==> src/rtl/clock_pkg.sv <==
// clock_pkg: shared state encoding, BCD digit type and time limits for time_keeper
package clock_pkg;

    typedef enum logic [1:0] {
        RUN      = 2'd0,
        SET_HOUR = 2'd1,
        SET_MIN  = 2'd2
    } state_e;

    typedef logic [3:0] bcd_t;

    localparam logic [7:0] MAX_MS      = 8'h59;
    localparam logic [7:0] MAX_HOUR_24 = 8'h23;
    localparam logic [7:0] MAX_HOUR_12 = 8'h12;
    localparam logic [7:0] MIN_HOUR_12 = 8'h01;

    function automatic logic [7:0] bcd_inc(input logic [7:0] v);
        bcd_t tens;
        bcd_t units;
        tens  = v[7:4];
        units = v[3:0];
        return (units == 4'd9) ? {tens + 4'd1, 4'd0} : {tens, units + 4'd1};
    endfunction

endpackage

==> src/rtl/bcd_pair_cnt.sv <==
// bcd_pair_cnt: two-digit BCD counter with min/max wrap, wrap strobe and synchronous load
module bcd_pair_cnt
    import clock_pkg::*;
#(
    parameter logic [7:0] RST_VAL = 8'h00
) (
    input  logic       clk_i,
    input  logic       rst_ni,
    input  logic       inc_i,
    input  logic       load_i,
    input  logic [7:0] load_val_i,
    input  logic [7:0] max_i,
    input  logic [7:0] min_i,
    output logic [3:0] tens_o,
    output logic [3:0] units_o,
    output logic       wrap_o
);

    logic [7:0] cnt_q, cnt_d;

    assign wrap_o  = inc_i && (cnt_q == max_i);
    assign tens_o  = cnt_q[7:4];
    assign units_o = cnt_q[3:0];

    // load beats increment; an increment at max returns to min
    always_comb begin
        cnt_d = load_i ? load_val_i : wrap_o ? min_i : inc_i ? bcd_inc(cnt_q) : cnt_q;
    end

    // counter register
    always_ff @(posedge clk_i or negedge rst_ni) begin
        if (!rst_ni) cnt_q <= RST_VAL;
        else         cnt_q <= cnt_d;
    end

endmodule

==> src/rtl/time_keeper.sv <==
// time_keeper: BCD hh:mm:ss clock with RUN/SET_HOUR/SET_MIN editing; CLOCK_12H_EN selects 12-hour mode with pm
module time_keeper
    import clock_pkg::*;
#(
    parameter logic [7:0] RST_HOUR = 8'h00,
    parameter logic [7:0] RST_MIN  = 8'h00
) (
    input  logic       CLK,
    input  logic       RST_N,
    input  logic       tick_1hz,
    input  logic       key_mode,
    input  logic       key_inc,
    output logic [3:0] hour_t,
    output logic [3:0] hour_u,
    output logic [3:0] min_t,
    output logic [3:0] min_u,
    output logic [3:0] sec_t,
    output logic [3:0] sec_u,
    output logic       sec_phase,
    output logic       blink_hour,
    output logic       blink_min,
    output logic       min_carry,
    output logic       pm
);

`ifdef CLOCK_12H_EN
    localparam logic [7:0] HOUR_MAX = MAX_HOUR_12;
    localparam logic [7:0] HOUR_MIN = MIN_HOUR_12;
    localparam logic [7:0] HOUR_RST = MAX_HOUR_12;
`else
    localparam logic [7:0] HOUR_MAX = MAX_HOUR_24;
    localparam logic [7:0] HOUR_MIN = 8'h00;
    localparam logic [7:0] HOUR_RST = RST_HOUR;
`endif

    state_e state_q, state_d;
    logic   blink_hour_q, blink_min_q, min_carry_q, sec_phase_q;
    logic   run, set_h, set_m, edit;
    logic   sec_inc, sec_load, sec_wrap, min_inc, min_wrap, hour_inc;

    assign run   = state_q == RUN;
    assign set_h = state_q == SET_HOUR;
    assign set_m = state_q == SET_MIN;
    // a coinciding mode key swallows the increment
    assign edit  = key_inc && !key_mode;

    assign sec_inc  = run && tick_1hz;
    assign sec_load = run && key_mode;
    assign min_inc  = (run && sec_wrap) || (set_m && edit);
    assign hour_inc = (run && min_wrap) || (set_h && edit);

    // mode key cycles RUN -> SET_HOUR -> SET_MIN -> RUN
    always_comb begin
        state_d = state_q;
        if (key_mode) state_d = run ? SET_HOUR : set_h ? SET_MIN : RUN;
    end

    // state and registered indicators, blink tracks the next state on the same edge
    always_ff @(posedge CLK or negedge RST_N) begin
        if (!RST_N) begin
            state_q      <= RUN;
            blink_hour_q <= 1'b0;
            blink_min_q  <= 1'b0;
            min_carry_q  <= 1'b0;
            sec_phase_q  <= 1'b0;
        end else begin
            state_q      <= state_d;
            blink_hour_q <= state_d == SET_HOUR;
            blink_min_q  <= state_d == SET_MIN;
            min_carry_q  <= run && min_wrap;
            if (tick_1hz) sec_phase_q <= ~sec_phase_q;
        end
    end

    assign blink_hour = blink_hour_q;
    assign blink_min  = blink_min_q;
    assign min_carry  = min_carry_q;
    assign sec_phase  = sec_phase_q;

    bcd_pair_cnt #(.RST_VAL(8'h00)) u_sec (
        .clk_i     (CLK),
        .rst_ni    (RST_N),
        .inc_i     (sec_inc),
        .load_i    (sec_load),
        .load_val_i(8'h00),
        .max_i     (MAX_MS),
        .min_i     (8'h00),
        .tens_o    (sec_t),
        .units_o   (sec_u),
        .wrap_o    (sec_wrap)
    );

    bcd_pair_cnt #(.RST_VAL(RST_MIN)) u_min (
        .clk_i     (CLK),
        .rst_ni    (RST_N),
        .inc_i     (min_inc),
        .load_i    (1'b0),
        .load_val_i(8'h00),
        .max_i     (MAX_MS),
        .min_i     (8'h00),
        .tens_o    (min_t),
        .units_o   (min_u),
        .wrap_o    (min_wrap)
    );

    bcd_pair_cnt #(.RST_VAL(HOUR_RST)) u_hour (
        .clk_i     (CLK),
        .rst_ni    (RST_N),
        .inc_i     (hour_inc),
        .load_i    (1'b0),
        .load_val_i(8'h00),
        .max_i     (HOUR_MAX),
        .min_i     (HOUR_MIN),
        .tens_o    (hour_t),
        .units_o   (hour_u),
        .wrap_o    ()
    );

`ifdef CLOCK_12H_EN
    logic pm_q;

    // pm flips whenever hours step from 11 to 12, by carry or by edit
    always_ff @(posedge CLK or negedge RST_N) begin
        if (!RST_N)                                     pm_q <= 1'b0;
        else if (hour_inc && {hour_t, hour_u} == 8'h11) pm_q <= ~pm_q;
    end

    assign pm = pm_q;
`else
    assign pm = 1'b0;
`endif

endmodule

==> config.mk <==
export PLATFORM = sky130hd
export DESIGN_NAME = time_keeper
export DESIGN_NICKNAME = d
export VERILOG_FILES = /design/src/rtl/clock_pkg.sv /design/src/rtl/bcd_pair_cnt.sv /design/src/rtl/time_keeper.sv
export SDC_FILE = /design/constraint.sdc
export NUM_CORES = 1
export LEC_CHECK = 0
export ABC_AREA = 1
export CORE_MARGIN = 4
export CORE_UTILIZATION = 56
export CTS_CLUSTER_SIZE = 10
export DETAILED_ROUTE_END_ITERATION = 16
export DONT_BUFFER_PORTS = 1
export GPL_TIMING_DRIVEN = 0
export PLACE_DENSITY = 0.82
export SYNTH_ARGS = -nofsm -noshare
export SYNTH_HDL_FRONTEND = slang
export SYNTH_SLANG_ARGS = --single-unit
==> constraint.sdc <==
create_clock -name CLK -period 1.5 [get_ports CLK]
set_input_delay 0.3 -clock CLK [delete_from_list [all_inputs] [get_ports CLK]]
set_output_delay 0.3 -clock CLK [all_outputs]
set_load 0.01 [all_outputs]
======== Word-level counts from Yosys, hierarchy flattened ========
Cells that the tools add are included.
Widths: inputs -> output; s select.
operators by class
  reductions and logical operators ........ 23
  equality and inequality tests ........... 10
  muxes and demuxes ....................... 13
  bitwise operators ....................... 1
  $add $sub $neg .......................... 6
operators by type and width
  cell                 count
  $mux 8               10
  $add 4x1->4 const B  6
  $eq 8x7->1 const B   2
  $eq 4x4->1 const B   3
  $logic_and 1x1->1    10
  $eq 8x6->1 const B   1
  $reduce_bool 2->1    4
  $mux 2               3
  $reduce_and 2->1     3
  $reduce_bool 3->1    2
  $eq 2x1->1 const B   2
  $eq 2x2->1 const B   2
  $logic_not 2->1      1
  $logic_or 1x1->1     2
  $logic_not 1->1      1
  $not 1->1            1
word-level totals
  logic and storage cells ................. 64
  register bits after elaboration ......... 30
  output and inout port bits .............. 29
  input port bits ......................... 5

======== Longest topological paths before layout ========
Gate-level depths: netlist of the first run.
  depth after elaboration ................. 11
  depth in mapped cells ................... 11
  mapped depth without buffers ............ 11

======== Cells and area by module ========
Synthesis of the first run repeated with hierarchy kept, for this count alone.
unflattened totals
  cell total of the unflattened synthesis .. 494
  area total of the unflattened synthesis .. 2895.3 um^2
by module, submodules not included
  module        cells each  times used  area each (um^2)  seq. area each (um^2)
  bcd_pair_cnt  153         3           869.6             200.2
  time_keeper   35          1           286.5             150.1

======== Least setup slack after synthesis of the first run ========
OpenSTA, ideal clock, no wires.
  path type ............................... register to register
  from .................................... reg u_sec.cnt_q[1]
  to ...................................... reg u_hour.cnt_q[6]
  arrival time ............................ 1.403 ns
  period minus slack after synthesis ...... 1.524 ns
  library setup time ...................... 0.121 ns
  path slack .............................. -0.024 ns
  cell stages (with the launch flop) ...... 12
  cells stage by stage .................... dfrtp_1 inv_1 ha_1 nand3_1 nor2_1 nand2_2 nand2_2 nand3_2 nand2_2 o21ai_1 nand2_1 nand2_1
on the way
  word-level cells in the longest chain between the ends .. 10
RTL lines
  item                                line                source
  start: declaration                  bcd_pair_cnt.sv:19  logic [7:0] cnt_q, cnt_d;
  start signal: assignment            bcd_pair_cnt.sv:33  else cnt_q <= cnt_d;
  $eq 8x7->1 (*)                      bcd_pair_cnt.sv:21  assign wrap_o = inc_i && (cnt_q == max_i);
  $logic_and 1x1->1 (*)               bcd_pair_cnt.sv:21
  $logic_and 1x1->1 (*)               time_keeper.sv:49   assign min_inc = (run && sec_wrap) || (set_m && edit);
  $logic_or 1x1->1 (*)                time_keeper.sv:49
  $logic_and 1x1->1 (*)               bcd_pair_cnt.sv:21
  $logic_and 1x1->1 (*)               time_keeper.sv:50   assign hour_inc = (run && min_wrap) || (set_h && edit);
  $logic_or 1x1->1 (*)                time_keeper.sv:50
  $logic_and 1x1->1                   bcd_pair_cnt.sv:21
  $reduce_bool 2->1 (no source line)  n/a
  $reduce_and 2->1 (no source line)   n/a
  end signal: assignment              bcd_pair_cnt.sv:33
  end: declaration                    bcd_pair_cnt.sv:19
Mark *: on every way between the ends. The rest lies on a longest branch, timed or not.
A chain may end at the register's enable or synchronous reset.

======== Worst setup path after layout of the first run ========
  from .................................... reg u_sec.cnt_q[5]
  to ...................................... reg u_hour.cnt_q[6]
The elaborated chain is that of the path after synthesis.

==> key figures, run 1 <==
Outcome
  – Status: complete, but fails checks
  – Violated checks: negative setup slack

Floorplanning
  – Die width: 62.4 µm
  – Die Ht: 62.4 µm
  – Starting density of the core: 59.5%
  – Rows: 19
  – Boundary pin count: 34
  – Core Region: 2780 µm²
  – Die Area: 3890 µm²

STA
  – Final min period: 1.56 ns
  – Fin Clk Skew: 0.0121 ns
  – Period utilisation layout: 104%
  – RSZ-0062 raised after global routing: yes
  – Fmax: 0.639 GHz
  – Setup-failing EPs final: 12
  – Worst setup margin: -0.0639 ns
  – Final hold vios: 0
  – Slew Viols, Final: 0

Routing
  – Drc violations: 0
  – WL met1: 1370 µm
  – Final ANT Viol Nets: 0
  – Met2 WL post-DR: 1780 µm
  – Final WL: 3520 µm
  – DR vias/cell: 5.50
  – Top routing layer used: met4
  – DRT Pass-1 Iters: 4
  – Drt first-iter violations: 59
  – Met3 WL post-DR: 278 µm
  – DR WL/cell: 14.3 µm
  – Total vias in the final route: 1,353

Clocking
  – CTS Buf Count: 5
  – Clk Tree Root Cell: clkbuf_4
  – CTS tree: yes
  – H-tree levels: 2
  – CTS Buffer Depth: 2
  – Skew-Pair Late Insertion Delay: 0.34 ns
  – CTS clk-pin slew, worst paths: 0.10 ns
  – # clock sinks: 30

Pwr
  – P_leak: 0.00100 µW
  – Power Dens Cells: 1500 nW/µm²
  – Maximum vdd drop: 1350 µV
  – Final Total Pwr: 3000 µW

GRT
  – Pin count of the biggest net entering global routing: 31
  – Initial antenna violation count: 0
  – Remaining global-route overflow: 0
  – Vias in the first global route: 1,369
  – First-pass GRT wire length: 6240 µm
  – Total GRT Usage: 20.3%

Finish
  – Final instance area: 2010 µm²
  – Non-filler cells, final: 246
  – Area growth syn-to-layout: 21.4%
  – NumNets Final: 231
  – Register area: 759 µm²
  – Util after Layout: 72.2%
  – Fillcell total: 204
  – Layout cells sized above 1: 26.5%
  – # diodes: 0
  – Area of the multi-input gates: 885 µm²

Worst hold path
  – Worst min path class: in -> reg

Placed design
  – HPWL after DPL: 2330 µm
  – Placed Area: 1700 µm²
  – Pre-CTS setup slack: -0.206 ns
  – Port Buffer Count: 0
  – Gpl congestion: 0.830
  – DP Cell Count: 226

Worst setup path
  – Reg2reg setup slack: -0.06 ns
  – Crit path kind: reg -> reg
  – CP Max Fanout: 5
  – Worst path required time: 1.79 ns
  – Crit end category: flop
  – Worst setup SP type: flop
  – Worst Path Arrival: 1.85 ns

Yosys
  – EDFF count, synth: 0
  – Asr flop ratio synth: 100%
  – Leading area contributor after synthesis: dfrtp_1
  – Post-synth top area share: 45.4%
  – Yosys cell types: 27
  – Mean Syn Cell Area: 8.48 µm²
  – Synth Register Bits: 30
  – Mapped Area: 1650 µm²
  – Mapped Cells: 195
  – Most area-consuming cells after synthesis: dfrtp_1 45%, ha_1 9.1%, nand3_1 7.0%
  – Yosys Warn Count: 0
  – Syn Nets: 212
  – Sequential cell area fraction in the yosys report: 45.4%
  – Ys flop type: dfrtp_1

Run
  – Max cap viols: 0
[cells in the final DEF (no fill, tap or decap), drive strengths merged, types with 2 or more instances in the layout]
cell type,count
buf,14
nand2,35
a21oi,5
nor3,2
xnor2,2
o21ai,10
nand4,4
inv,29
o22ai,2
ha,12
xor2,8
nand3,24
dfrtp,30
clkbuf,7
nor2,22
[cell families after synthesis]
| kind of cell | count (synthesis) | share of synthesized area [%] |
|---|---|---|
| xor gates and xnor gates | 10 | 5.30 |
| and+or+nand+nor | 88 | 24.3 |
| adders and majority gates | 12 | 9.08 |
| buffers and inverters | 33 | 8.40 |
| other | 1 | 0.227 |
| AOI/OAI and AO/OA | 20 | 6.73 |
| muxes | 1 | 0.605 |
| DFF | 30 | 45.4 |
[metal layers]
metal | GRT usage (%) | vias to the layer above
met5 | 0 | -
met4 | 9.55 | 0
met3 | 9.91 | 13
met2 | 33.0 | 39
met1 | 21.8 | 635
li1 | - | 666
[synthesized netlist by cell type (2+ instances only)]
| cell type | number |
|---|---|
| o21ai_0 | 5 |
| nand2_2 | 5 |
| nand4_1 | 4 |
| a21oi_1 | 5 |
| nor2_1 | 21 |
| nand2_1 | 30 |
| xor2_1 | 8 |
| xnor2_1 | 2 |
| o22ai_1 | 2 |
| o21ai_1 | 5 |
| inv_2 | 4 |
| dfrtp_1 | 30 |
| nand3_1 | 23 |
| buf_4 | 2 |
| inv_1 | 25 |
| ha_1 | 12 |
| nor3_1 | 2 |
[path summary, 6_finish.rpt]
| check | start | endpoint | cells after the start |
|---|---|---|---|
| setup / recovery | u_sec.cnt_q[5] | u_hour.cnt_q[6] | 11 |
| hold / removal | tick_1hz | sec_phase | 1 |
| setup reg to reg | u_sec.cnt_q[5] | u_hour.cnt_q[6] | 11 |
| hold reg to reg | sec_phase | sec_phase | 1 |
| max in group asynchronous | RST_N | u_hour.cnt_q[0] | 2 |
| min in group asynchronous | RST_N | u_hour.cnt_q[7] | 2 |
[report_power, final]
group / leakage, µW / switching, µW / internal [µW]
combinational: 0.000582 / 538 / 411
clock: 0.0000395 / 282 / 353
sequential: 0.000381 / 389 / 1030
[through the flow]
stage	hold slack [ns]	setup TNS, ns
2_1_floorplan	0.00441	0
3_3_place_gp	0.00543	-1.32
3_5_place_dp	0.00509	-2.16
4_1_cts	0.0225	-0.671
5_1_grt	0.00148	-1.90
6_report	0.0354	-0.413
[sequential cells by signal (all words and copies together), names as in the netlist]
signal	count
u_min.cnt_q	8
sec_phase	1
u_sec.cnt_q	8
u_hour.cnt_q	8
state_q	2
blink_min	1
blink_hour	1
min_carry	1
[layout make-up]
class	instances	area share (%)
multi-input cells	132	44.0
clock buffers	7	2.24
flip-flops and latches	30	37.8
plain buffers	3	1.31
clock inverters	1	1.50
repair buffers	12	5.23
inverters	30	5.92
well taps	31	1.93
[critical path, stage by stage, from the launching register on]
cell      delay (ns)
dfrtp_2         0.46
inv_2           0.09
ha_4            0.13
nand3_4         0.07
nor2_4          0.12
nand2_2         0.07
nand2_4         0.09
nand3_4         0.09
nand2_4         0.09
buf_6           0.12
o211ai_1        0.10
nand2_1         0.08
[what timing repair did]
item | CTS | global route
endpoints found under the hold margin | 30 | 0
cloned | 1 | 0
buffers inserted | 5 | 4
endpoints found under the setup margin | 17 | 22
resized for setup | 26 | 12
pin swaps | 9 | 8
hold buffers | 2 | 0
No activity file was read; power rests on OpenSTA's default activity.
==> inputs of run 2 (changes only) <==
--- a/config.mk
+++ b/config.mk
@@ -7,12 +7,12 @@
 export LEC_CHECK = 0
 export ABC_AREA = 1
 export CORE_MARGIN = 4
-export CORE_UTILIZATION = 56
+export CORE_UTILIZATION = 55
 export CTS_CLUSTER_SIZE = 10
 export DETAILED_ROUTE_END_ITERATION = 16
 export DONT_BUFFER_PORTS = 1
 export GPL_TIMING_DRIVEN = 0
-export PLACE_DENSITY = 0.82
+export PLACE_DENSITY = 0.81
 export SYNTH_ARGS = -nofsm -noshare
 export SYNTH_HDL_FRONTEND = slang
 export SYNTH_SLANG_ARGS = --single-unit
==> key figures, run 2 (synthesized netlist as in run 1, its figures left out) <==
Worst setup path
  – Crit path kind: reg -> reg
  – Worst-case reg-to-reg path depth: 11
  – Worst Path Arrival: 1.86 ns
  – FF-to-FF End: u_hour.cnt_q[2]
  – CP Max Fanout: 5
  – Crit end category: flop
  – Reg2reg setup slack: -0.11 ns
  – Worst setup SP type: flop
  – R2R Path Start: u_sec.cnt_q[5]
  – Worst path required time: 1.74 ns

STA
  – RSZ-0062 raised after global routing: yes
  – Worst setup margin: -0.113 ns
  – Final min period: 1.61 ns
  – Setup-failing EPs final: 13
  – WHS: 0.0780 ns
  – Fmax: 0.620 GHz
  – Fin Clk Skew: 0.0126 ns
  – Period utilisation layout: 108%
  – Setup TNS: -0.687 ns
  – Slew Viols, Final: 0
  – Final hold vios: 0

Floorplanning
  – Die Area: 3950 µm²
  – Boundary pin count: 34
  – Starting density of the core: 59.0%
  – Die Ht: 62.8 µm
  – Core Region: 2810 µm²
  – Die width: 62.8 µm
  – Rows: 19

Clocking
  – H-tree levels: 2
  – Skew-Pair Late Insertion Delay: 0.31 ns
  – CTS clk-pin slew, worst paths: 0.09 ns
  – CTS tree: yes
  – # clock sinks: 30
  – CTS Buf Count: 5
  – CTS Buffer Depth: 2
  – Clk Tree Root Cell: clkbuf_4

Finish
  – NumNets Final: 234
  – # diodes: 0
  – Util after Layout: 71.2%
  – Leading cell type in the layout, fill and taps excluded: nand2_1
  – Fillcell total: 210
  – Area growth syn-to-layout: 20.8%
  – Register area: 762 µm²
  – Layout cells sized above 1: 28.7%
  – Area of the multi-input gates: 865 µm²
  – Top Registers: u_hour.cnt_q: 8 flops, u_min.cnt_q: 8 flops, u_sec.cnt_q: 8 flops
  – Most frequent cells in the layout: 26 x nand2_1, 22 x inv_1, 21 x dfrtp_1

Pwr
  – P_leak: 0.00101 µW
  – Maximum vdd drop: 902 µV
  – Power Dens Cells: 1450 nW/µm²

GRT
  – First-pass GRT wire length: 6510 µm
  – Pin count of the biggest net entering global routing: 31
  – Vias in the first global route: 1,519
  – Total GRT Usage: 20.4%
  – Remaining global-route overflow: 0
  – Initial antenna violation count: 0

Routing
  – Top routing layer used: met4
  – WL met1: 1470 µm
  – Final WL: 3840 µm
  – DR vias/cell: 5.82
  – DRT Pass-1 Iters: 4
  – Final ANT Viol Nets: 0
  – Drc violations: 0
  – Drt first-iter violations: 92
  – Met2 WL post-DR: 1970 µm
  – Met3 WL post-DR: 310 µm
  – DR WL/cell: 15.5 µm
  – Total vias in the final route: 1,437

Outcome
  – Status: complete, but fails checks
  – Violated checks: negative setup slack

Worst hold path
  – HP Start: tick_1hz
  – Hold Path End: sec_phase
  – Worst min path class: in -> reg
  – Hold path depth: 1

Placed design
  – HPWL after DPL: 2340 µm
  – Port Buffer Count: 0
  – Gpl congestion: 0.759

Run
  – Max cap viols: 0
## run 2: changes by cell type in the layout (fill, tap and decap cells not counted), sizes merged
| cell | change |
|---|---|
| bufinv | -1 |
| clkbuf | -1 |
| buf | +3 |
## run 2: timing repair
item | in CTS | in global routing
buffers inserted | 9 | 3
pin swaps | 5 | 9
gates resized for setup | 18 | 22
cloned | 1 | 0
setup endpoints to repair | 17 | 25
hold buffers | 2 | 0
endpoints found under the hold margin | 30 | 0
## run 2: per-stage QoR
stage,cell area [µm²],std cells,total power (µW),worst slack (ns)
final,2000,247,2890,-0.113
after global routing,2000,247,3120,-0.217
after CTS,1910,244,2800,-0.0772
after detailed placement,1700,226,2110,-0.182
after global placement,1700,226,2050,-0.136
after floorplan,1660,195,1930,0.00531
## run 2: where the power goes
| group | total (µW) | internal [µW] | switching [µW] |
|---|---|---|---|
| logic | 1020 | 452 | 564 |
| clock network | 462 | 211 | 251 |
| registers | 1420 | 1040 | 380 |
| total | 2890 | 1700 | 1190 |
## run 2: layer usage
layer | up-vias | track usage, %
met4 | 0 | 8.82
met2 | 64 | 37.0
li1 | 665 | -
met3 | 12 | 7.55
met1 | 696 | 20.7
met5 | - | 0
## run 2: worst max path at each step
stage                   start         endpoint  slack, ns  cells past startpoint
2_1_floorplan  u_sec.cnt_q[1]  u_hour.cnt_q[6]      0.005                     11
3_3_place_gp   u_sec.cnt_q[1]  u_hour.cnt_q[5]      -0.14                     11
3_5_place_dp   u_sec.cnt_q[1]  u_hour.cnt_q[7]      -0.18                     11
4_1_cts        u_sec.cnt_q[1]   u_min.cnt_q[7]      -0.08                     10
5_1_grt        u_sec.cnt_q[5]  u_hour.cnt_q[2]      -0.22                     11
6_report       u_sec.cnt_q[5]  u_hour.cnt_q[2]      -0.11                     11
## run 2: cell type report
type / count / share of cell area [%]
Sequential cell: 30 / 38.1
Buffer: 3 / 1.50
Tap cell: 31 / 1.94
Clock buffer: 6 / 2.57
Inverter: 30 / 5.82
Multi-Input combinational cell: 132 / 43.3
Timing Repair Buffer: 15 / 6.76
## run 2: worst max-delay path, cell delays in order (launching register included)
cell     delay [ns]
dfrtp_2        0.46
inv_2          0.09
ha_4           0.13
nand3_4        0.08
nor2_4         0.12
nand2_2        0.08
nand2_4        0.11
nand3_4        0.09
nand2_4        0.09
buf_6          0.12
nand3_1        0.07
o21ai_1        0.09
==> inputs of run 3 (changes only) <==
--- a/config.mk
+++ b/config.mk
@@ -8,11 +8,13 @@
 export ABC_AREA = 1
 export CORE_MARGIN = 4
 export CORE_UTILIZATION = 55
+export CTS_BUF_LIST = sky130_fd_sc_hd__clkbuf_2 sky130_fd_sc_hd__clkbuf_4 sky130_fd_sc_hd__clkbuf_8
 export CTS_CLUSTER_SIZE = 10
 export DETAILED_ROUTE_END_ITERATION = 16
 export DONT_BUFFER_PORTS = 1
 export GPL_TIMING_DRIVEN = 0
 export PLACE_DENSITY = 0.81
+export SETUP_SLACK_MARGIN = 0.02
 export SYNTH_ARGS = -nofsm -noshare
 export SYNTH_HDL_FRONTEND = slang
 export SYNTH_SLANG_ARGS = --single-unit
==> key figures, run 3 (synthesized netlist as in run 1, its figures left out) <==
Worst setup path
  – Reg2reg setup slack: -0.07 ns
  – Worst setup SP type: flop
  – Worst-case reg-to-reg path depth: 11
  – R2R Path Start: u_sec.cnt_q[5]
  – Crit end category: flop
  – Worst path required time: 1.77 ns
  – CP Max Fanout: 5
  – Worst Path Arrival: 1.84 ns
  – FF-to-FF End: u_hour.cnt_q[0]
  – Crit path kind: reg -> reg

Floorplanning
  – Starting density of the core: 59.0%
  – Die width: 62.8 µm
  – Die Ht: 62.8 µm
  – Die Area: 3950 µm²
  – Rows: 19
  – Boundary pin count: 34
  – Core Region: 2810 µm²

Routing
  – Final ANT Viol Nets: 0
  – DRT Pass-1 Iters: 4
  – Drt first-iter violations: 90
  – Final WL: 3780 µm
  – Drc violations: 0
  – Total vias in the final route: 1,391
  – DR WL/cell: 15.4 µm
  – DR vias/cell: 5.65

Finish
  – NumNets Final: 231
  – # diodes: 0
  – Most frequent cells in the layout: 26 x nand2_1, 23 x dfrtp_1, 21 x inv_1
  – Leading cell type in the layout, fill and taps excluded: nand2_1
  – Area growth syn-to-layout: 24.8%
  – Top Registers: u_hour.cnt_q: 8 flops, u_min.cnt_q: 8 flops, u_sec.cnt_q: 8 flops
  – Layout cells sized above 1: 31.6%

Worst hold path
  – Hold Path End: sec_phase
  – HP Start: tick_1hz
  – Hold path depth: 1
  – Worst min path class: in -> reg

STA
  – Final min period: 1.57 ns
  – Fmax: 0.637 GHz
  – Setup-failing EPs final: 14
  – Slew Viols, Final: 0
  – Final hold vios: 0
  – WHS: 0.0536 ns
  – Worst setup margin: -0.0709 ns
  – Fin Clk Skew: 0.0108 ns
  – Period utilisation layout: 105%
  – RSZ-0062 raised after global routing: yes

Clocking
  – CTS Buf Count: 5
  – Clk Tree Root Cell: clkbuf_4
  – Skew-Pair Late Insertion Delay: 0.33 ns
  – CTS Buffer Depth: 2
  – CTS tree: yes
  – H-tree levels: 2
  – # clock sinks: 30
  – CTS clk-pin slew, worst paths: 0.10 ns

GRT
  – Grt peak-use layer: met2
  – M3 GR Usage: 8.09%
  – Vias in the first global route: 1,418
  – Initial antenna violation count: 0
  – Remaining global-route overflow: 0
  – Pin count of the biggest net entering global routing: 31
  – Total GRT Usage: 20.6%
  – Grt met2 use: 36.9%
  – First-pass GRT wire length: 6420 µm
  – M1 GR Usage: 22.2%

Pwr
  – P_leak: 0.00101 µW
  – Final Total Pwr: 2900 µW
  – Maximum vdd drop: 963 µV
  – Power Dens Cells: 1400 nW/µm²

Placed design
  – Gpl congestion: 0.771
  – HPWL after DPL: 2320 µm
  – Port Buffer Count: 0

Outcome
  – Status: complete, but fails checks
  – Violated checks: negative setup slack

Run
  – Max cap viols: 0
==> run 3: cell count changes in the layout (fill, tap and decap cells not counted), sizes merged <==
cell    delta
buf        -3
clkbuf     +1
clkinv     +1
==> run 3: where the power goes <==
group / switching [µW] / leakage (µW) / internal, µW
clock network: 285 / 0.0000387 / 245
registers: 391 / 0.000381 / 1030
logic: 557 / 0.000594 / 388
total: 1230 / 0.00101 / 1660
==> run 3: worst max-delay path by stage <==
stage                   startpoint              end  slack, ns
detailed placement  u_sec.cnt_q[1]  u_hour.cnt_q[4]      -0.20
global placement    u_sec.cnt_q[1]  u_hour.cnt_q[5]      -0.14
floorplan           u_sec.cnt_q[1]  u_hour.cnt_q[6]      0.005
finish              u_sec.cnt_q[5]  u_hour.cnt_q[0]      -0.07
CTS                 u_sec.cnt_q[1]  u_hour.cnt_q[1]      -0.04
global route        u_min.cnt_q[1]  u_hour.cnt_q[6]      -0.19
==> run 3: repair_timing <==
item | CTS | global route
pin swaps | 11 | 12
hold buffers | 2 | 0
hold endpoints to repair | 30 | 0
setup buffers | 6 | 4
endpoints found under the setup margin | 17 | 24
gates resized for setup | 34 | 20
cloned | 1 | 0
==> run 3: metal layers <==
metal / part of all wire (%) / vias up
met5: 0 / -
met4: 1.6 / 0
met3: 5.5 / 8
met2: 52 / 40
met1: 41 / 670
li1: - / 673
==> run 3: through the flow <==
step / TNS, ns / instance area (µm²) / setup WS (ns) / utilization [%] / cells
after global routing: -2.27 / 2060 / -0.188 / 73.6 / 246
after global placement: -1.33 / 1700 / -0.142 / 60.5 / 226
after CTS: -0.240 / 1950 / -0.0407 / 69.6 / 243
after detailed placement: -2.26 / 1700 / -0.203 / 60.5 / 226
final: -0.612 / 2060 / -0.0709 / 73.6 / 246
after floorplan: 0 / 1660 / 0.00531 / - / 195
==> run 3: final cells by class <==
type | count | area (µm²)
fill | 201 | 741
clock inverter | 1 | 5.00
buffer | 3 | 30.0
timing repair buffer | 12 | 125
inverter | 30 | 119
tap | 31 | 38.8
sequential | 30 | 759
clock buffer | 7 | 58.8
multi-input combinational | 132 | 928
==> run 3: worst max-delay path, cell delays in order, from the launching register on <==
cell and delay (ns):
dfrtp_2 0.47, inv_2 0.10, ha_4 0.13, nand3_4 0.07, nor2_4 0.13, nand2_4 0.07, nand2_4 0.10, nand3_4 0.09
nand2_4 0.09, buf_6 0.12, nand3_1 0.08, nand2_1 0.07
